### src/rtl/regfile_pkg.sv
// Shared constants and types for the one-hot register file and its select
// decoder.
//   DEF_NREGS  : register count (fixed by the 5-bit select space)
//   ADDR_W     : register address width
//   DEF_DATA_W : default register data width
//   addr_t     : register address / index type
//   data_t     : register data type at the default width
package regfile_pkg;

    localparam int DEF_NREGS  = 32;
    localparam int ADDR_W     = 5;
    localparam int DEF_DATA_W = 32;

    typedef logic [ADDR_W-1:0]     addr_t;
    typedef logic [DEF_DATA_W-1:0] data_t;

endpackage : regfile_pkg

### src/rtl/onehot_check.sv
// Combinational classifier for a write-enable vector.
//   vec       : NREGS-bit enable vector
//   is_onehot : 1 when exactly one bit of vec is set
//   index     : position of the set bit (meaningful only when is_onehot=1)
module onehot_check
    import regfile_pkg::*;
#(
    parameter int NREGS = DEF_NREGS
) (
    input  logic [NREGS-1:0] vec,
    output logic             is_onehot,
    output addr_t            index
);

    assign is_onehot = ($countones(vec) == 1);

    // OR together the positions of every set bit; for a legal one-hot vector
    // this is exactly the selected index, and no priority chain is needed.
    // NOTE: every output of an always_comb gets a default on entry, otherwise
    // paths that skip the assignment infer a latch.
    always_comb begin
        index = '0;
        for (int i = 0; i < NREGS; i++) begin
            if (vec[i]) begin
                index = index | addr_t'(i);
            end
        end
    end

endmodule : onehot_check

### src/rtl/onehot_regfile.sv
// Register file written through a one-hot enable vector, with two registered
// read ports, a sticky illegal-enable flag and an accepted-write counter.
//   clk, rst_n            : clock, asynchronous active-low reset
//   wr_valid              : write request qualifier
//   we_onehot [NREGS]     : one-hot register select for the write
//   wr_data   [DATA_W]    : write data
//   rd_addr_a/b [5]       : read addresses, sampled every rising edge
//   rd_data_a/b [DATA_W]  : read data, one cycle after the address (write-first)
//   err_clr               : clears err_sticky (a coincident illegal write wins)
//   err_sticky            : set by a qualified write whose enable is not one-hot
//   wr_count [8]          : number of accepted writes, wraps at 256
// Build option: define REGFILE_REG0_ZERO_EN to hard-wire register 0 to zero;
// writes to it are still accepted and counted, but their data is dropped.
module onehot_regfile
    import regfile_pkg::*;
#(
    parameter int DATA_W = DEF_DATA_W,
    parameter int NREGS  = DEF_NREGS
) (
    input  logic              clk,
    input  logic              rst_n,
    input  logic              wr_valid,
    input  logic [NREGS-1:0]  we_onehot,
    input  logic [DATA_W-1:0] wr_data,
    input  addr_t             rd_addr_a,
    input  addr_t             rd_addr_b,
    output logic [DATA_W-1:0] rd_data_a,
    output logic [DATA_W-1:0] rd_data_b,
    input  logic              err_clr,
    output logic              err_sticky,
    output logic [7:0]        wr_count
);

    logic              sel_onehot;
    addr_t             sel_index;
    logic              wr_accept;
    logic              wr_illegal;

    logic [DATA_W-1:0] regs_q [NREGS];
    logic [DATA_W-1:0] regs_d [NREGS];
    logic [DATA_W-1:0] rd_data_a_q, rd_data_a_d;
    logic [DATA_W-1:0] rd_data_b_q, rd_data_b_d;
    logic              err_sticky_q, err_sticky_d;
    logic [7:0]        wr_count_q, wr_count_d;

    onehot_check #(
        .NREGS (NREGS)
    ) u_onehot_check (
        .vec       (we_onehot),
        .is_onehot (sel_onehot),
        .index     (sel_index)
    );

    assign wr_accept  = wr_valid & sel_onehot;
    assign wr_illegal = wr_valid & ~sel_onehot;

    always_comb begin
        regs_d = regs_q;
        if (wr_accept) begin
            regs_d[sel_index] = wr_data;
        end
`ifdef REGFILE_REG0_ZERO_EN
        regs_d[0] = '0;
`endif
        // Reading the next-state array gives write-first bypass for free: a
        // write landing this edge is already visible to the read mux.
        rd_data_a_d = regs_d[rd_addr_a];
        rd_data_b_d = regs_d[rd_addr_b];

        // Set has priority over clear so a coincident illegal write is kept.
        err_sticky_d = err_sticky_q;
        if (wr_illegal) begin
            err_sticky_d = 1'b1;
        end else if (err_clr) begin
            err_sticky_d = 1'b0;
        end

        wr_count_d = wr_count_q;
        if (wr_accept) begin
            wr_count_d = wr_count_q + 8'd1;
        end
    end

    // NOTE: sequential state uses non-blocking assignments so every flop
    // samples its _d value from before the edge, independent of statement order.
    // NOTE: the storage array is reset along with the control flops because
    // reset must leave every register reading zero; this keeps it as flops
    // rather than an inferred RAM, which cannot be cleared asynchronously.
    always_ff @(posedge clk or negedge rst_n) begin
        if (!rst_n) begin
            for (int i = 0; i < NREGS; i++) begin
                regs_q[i] <= '0;
            end
            rd_data_a_q  <= '0;
            rd_data_b_q  <= '0;
            err_sticky_q <= 1'b0;
            wr_count_q   <= '0;
        end else begin
            regs_q       <= regs_d;
            rd_data_a_q  <= rd_data_a_d;
            rd_data_b_q  <= rd_data_b_d;
            err_sticky_q <= err_sticky_d;
            wr_count_q   <= wr_count_d;
        end
    end

    assign rd_data_a  = rd_data_a_q;
    assign rd_data_b  = rd_data_b_q;
    assign err_sticky = err_sticky_q;
    assign wr_count   = wr_count_q;

endmodule : onehot_regfile

### config.mk
export PLATFORM = sky130hd
export DESIGN_NAME = onehot_regfile
export DESIGN_NICKNAME = d
export VERILOG_FILES = /design/src/rtl/regfile_pkg.sv /design/src/rtl/onehot_check.sv /design/src/rtl/onehot_regfile.sv
export SDC_FILE = /design/constraint.sdc
export NUM_CORES = 2
export LEC_CHECK = 0
export ABC_AREA = 1
export BUFFER_PORTS_ARGS = -buffer_cell sky130_fd_sc_hd__buf_2
export CAP_MARGIN = 25
export CELL_PAD_IN_SITES_DETAIL_PLACEMENT = 1
export CELL_PAD_IN_SITES_GLOBAL_PLACEMENT = 1
export CORE_ASPECT_RATIO = 1.4
export CORE_MARGIN = 2
export CORE_UTILIZATION = 40
export CTS_CLUSTER_SIZE = 16
export DETAILED_ROUTE_END_ITERATION = 8
export GPL_ROUTABILITY_DRIVEN = 0
export PLACE_DENSITY_LB_ADDON = 0.08
export SYNTH_ARGS = -nofsm -noshare
export SYNTH_HDL_FRONTEND = slang
export SYNTH_SLANG_ARGS = --single-unit
export TNS_END_PERCENT = 30
### constraint.sdc
create_clock -name clk -period 1 [get_ports clk]
set_input_delay 0.15 -clock clk [delete_from_list [all_inputs] [get_ports clk]]
set_output_delay 0.15 -clock clk [all_outputs]
set_load 0.02 [all_outputs]
==> reports/results.tsv <==
stage	metric	value	unit
die	Die H	493	µm
sta	Max-slew headroom	0.226	
critical_path	Setup crit start kind	primary input	
routing	Starting DRT DRC Count	14100	
job	Max Cap Viol	0	
placement	Placed Area	92000	µm²
sta	Max Clock Freq	171	MHz
sta	clk_skew	0.0396	ns
die	CORE AREA	170000	µm²
logic_synthesis	Post-Synthesis Cell Area	68500	µm²
clock_network	worst skew pair latency	0.89	ns
critical_path	CP Class	in2reg	
final_layout	design area	103000	µm²
routing	DRC	0	
critical_path	worst r2r path cells	10	
logic_synthesis	register bit total from synthesis	1097	
routing	DR pass1 iterations	8	
die	# rows	179	
critical_path	CP top delay family	adder cells	
clock_network	Post-CTS Hold Fix Bufs	13	
final_layout	Final Non-Filler Cells	14600	
global_routing	largest net degree at the start of global routing	46	
clock_network	CTS Buffer Depth	3	
logic_synthesis	post-synthesis sequential area ratio	0.401	
routing	Avg WL per Cell	32.6	µm
sta	fin crit share	5.83	
sta	Worst Max-Slew Pin Slew	1.16	ns
final_layout	share of cells above drive strength 1	0.309	
critical_path	Critical-path top delay cell	fa_1	
placement	IO buf count	150	
logic_synthesis	Synthesized Nets	10200	
sta	final-report max-slew violation count	0	
sta	Final min period	5.83	ns
die	Boundary Pins	151	
final_layout	commonest cells after routing, fill and taps aside	4,130 x nand3_1, 2,556 x nand2_1, 2,137 x buf_4	
placement	dpl hpwl	315000	µm
routing	drt total wl	475000	µm
clock_network	htree depth	4	
die	Die Area	175000	µm²
die	Die W	354	µm
global_routing	first-pass GRT wire length	660000	µm
sta	WHS	-0.193	ns
placement	placed cell count	14200	
final_layout	Layout Nets	12300	
sta	RSZ-0062 raised after global routing	true	
clock_network	clk slew on worst S/H paths	0.07	ns
critical_path	CP Capture Type	register	
pwr	Power Density	1450	nW/µm²
sta	setup ws final	-4.83	ns
clock_network	Root Buffer	clkbuf_16	
global_routing	gr ovfl total	0	
die	Starting Density	0.403	
logic_synthesis	Syn Inst Count	10100	
global_routing	initial antenna violation count	33	
min_path	Endpoint, Worst Hold	regs_q[737]	
pwr	Leakage	0.0551	µW
routing	Final ANT Viol Nets	0	
logic_synthesis	yosys warns	0	
sta	Hold Fails Final Rpt	223	
clock_network	Sink Count	1097	
routing	Vias	97300	
routing	mean number of vias per cell	6.68	
sta	final setup violation count	1170	
clock_network	TritonCTS clock tree	built	
critical_path	Arr. time, crit path	6.64	ns
run_status	failing checks	negative hold slack, negative setup slack	
global_routing	vias in the first global route	98400	
critical_path	CP bufs+invs	11	
critical_path	RR Endpoint	rd_data_b[0]	
logic_synthesis	Avg Inst Size Synth	6.79	µm²
critical_path	Worst R2R Start	regs_q[480]	
min_path	worst min path class	in2reg	
final_layout	leading cell type in the layout, fill and taps excluded	nand3_1	
run_status	outcome	finished, violations left	
critical_path	CP Data Required Time	1.80	ns
min_path	Hold Path Depth	4	
final_layout	Syn-to-layout area delta	49.8	%
min_path	Hold Path Origin	wr_data[1]	
critical_path	setup slack on the worst flop-to-flop path	-0.75	ns
clock_network	total CTS buffers	131	
logic_synthesis	Distinct cells, synth	27	
critical_path	Max stage delay on crit path	0.64	ns
sta	final setup TNS	-4554.17	ns
global_routing	total track usage	0.510	
critical_path	CP Max Fanout	8	
pwr	VDD IR max	0.00201	V
## report_power, final
part	internal (µW)	switching [µW]
sequential	45300	786
clock	29300	22900
combinational	18700	31300
total	93300	55000
## worst max-delay path by stage
stage,startpoint,to,slack [ns],depth (start not counted)
finish,we_onehot[10],rd_data_b[0],-4.83,34
global route,we_onehot[24],rd_data_b[29],-4.90,32
CTS,we_onehot[3],rd_data_a[6],-4.41,34
detailed placement,we_onehot[16],rd_data_b[8],-5.64,33
global placement,we_onehot[16],rd_data_b[8],-5.66,33
floorplan,we_onehot[16],rd_data_a[4],-4.21,30
## layer usage
layer / wire, µm / global-route usage / vias up
met5: 500 / 0.00658 / -
met4: 52100 / 0.428 / 22
met3: 68800 / 0.187 / 3024
met2: 194000 / 0.737 / 8332
met1: 160000 / 0.601 / 47400
li1: - / - / 38600
## cells by family (layout without fill, tap and decap cells)
logic type      after synthesis  count (layout)  share of synthesized area
compound gates              197             197                     0.0178
xor+xnor                      9               9                    0.00115
fa+ha+maj                    55              55                     0.0129
buf+inv                    1220            3410                     0.0718
flops                      1097            1097                      0.401
other cells                   0              20                          0
simple gates               7511            7511                      0.495
## final cells by class
class	instances	area (µm²)
Antenna cell	20	50.0
Clock buffer	186	3860
Clock inverter	49	562
Fill cell	20900	67500
Inverter	399	1560
Multi-Input combinational cell	7772	39700
Sequential cell	1097	27500
Tap cell	2262	2830
Timing Repair Buffer	2776	26500
## per-stage QoR
step           hold WS, ns  setup WS, ns  power (µW)   util
2_1_floorplan       -0.146         -4.21       63400      -
3_3_place_gp         0.290         -5.66       85500  0.541
3_5_place_dp         0.295         -5.64       86500  0.541
4_1_cts             -0.213         -4.41      141000  0.588
5_1_grt             -0.162         -4.90      150000  0.603
6_report            -0.193         -4.83      148000  0.603
## flip-flops by register name, indices dropped and copies added (netlist names)
signal and count:
rd_data_a 32, regs_q 1024, err_sticky 1, wr_count 8, rd_data_b 32
## cell usage after synthesis
library cell     n  area [µm²]
and2_1           1        6.26
nand4_1          1        6.26
nand3_2          3        30.0
buf_4           22         165
o21ai_0          7        35.0
nand3b_1         2        15.0
inv_1          363        1360
xnor2_1          6        52.6
inv_2           15        56.3
o22ai_1        184        1150
dfrtp_1       1097       27500
clkinv_1        21        78.8
nor2_2          19         119
o21ai_1          6        30.0
nand3_1       4455       22300
nor2_1         106         398
buf_1          180         676
nor3_1           1        5.00
nor2_4           7        78.8
nand2_1       2912       10900
clkbuf_1       414        1550
ha_1            29         363
fa_1            26         521
buf_2          202        1010
nand2_2          4        25.0
clkbuf_2         3        15.0
xor2_1           3        26.3
## worst reg2reg max path: stages (launching register included)
cell	delay, ns
dfrtp_1	0.46
inv_1	0.16
nand2_1	0.12
nand3_1	0.09
nand2_1	0.06
nand2_1	0.16
nand3_2	0.14
nand3_1	0.12
nand2_2	0.09
nand2_4	0.16
nand2_1	0.08
## timing repair
| action | CTS | global route |
|---|---|---|
| endpoints found under the hold margin | 1465 | 204 |
| cloned | 17 | 13 |
| pin swaps | 109 | 95 |
| resized for setup | 545 | 446 |
| buffers inserted | 70 | 45 |
| setup endpoints to repair | 1170 | 1170 |
(Power assumes the default switching activity.)
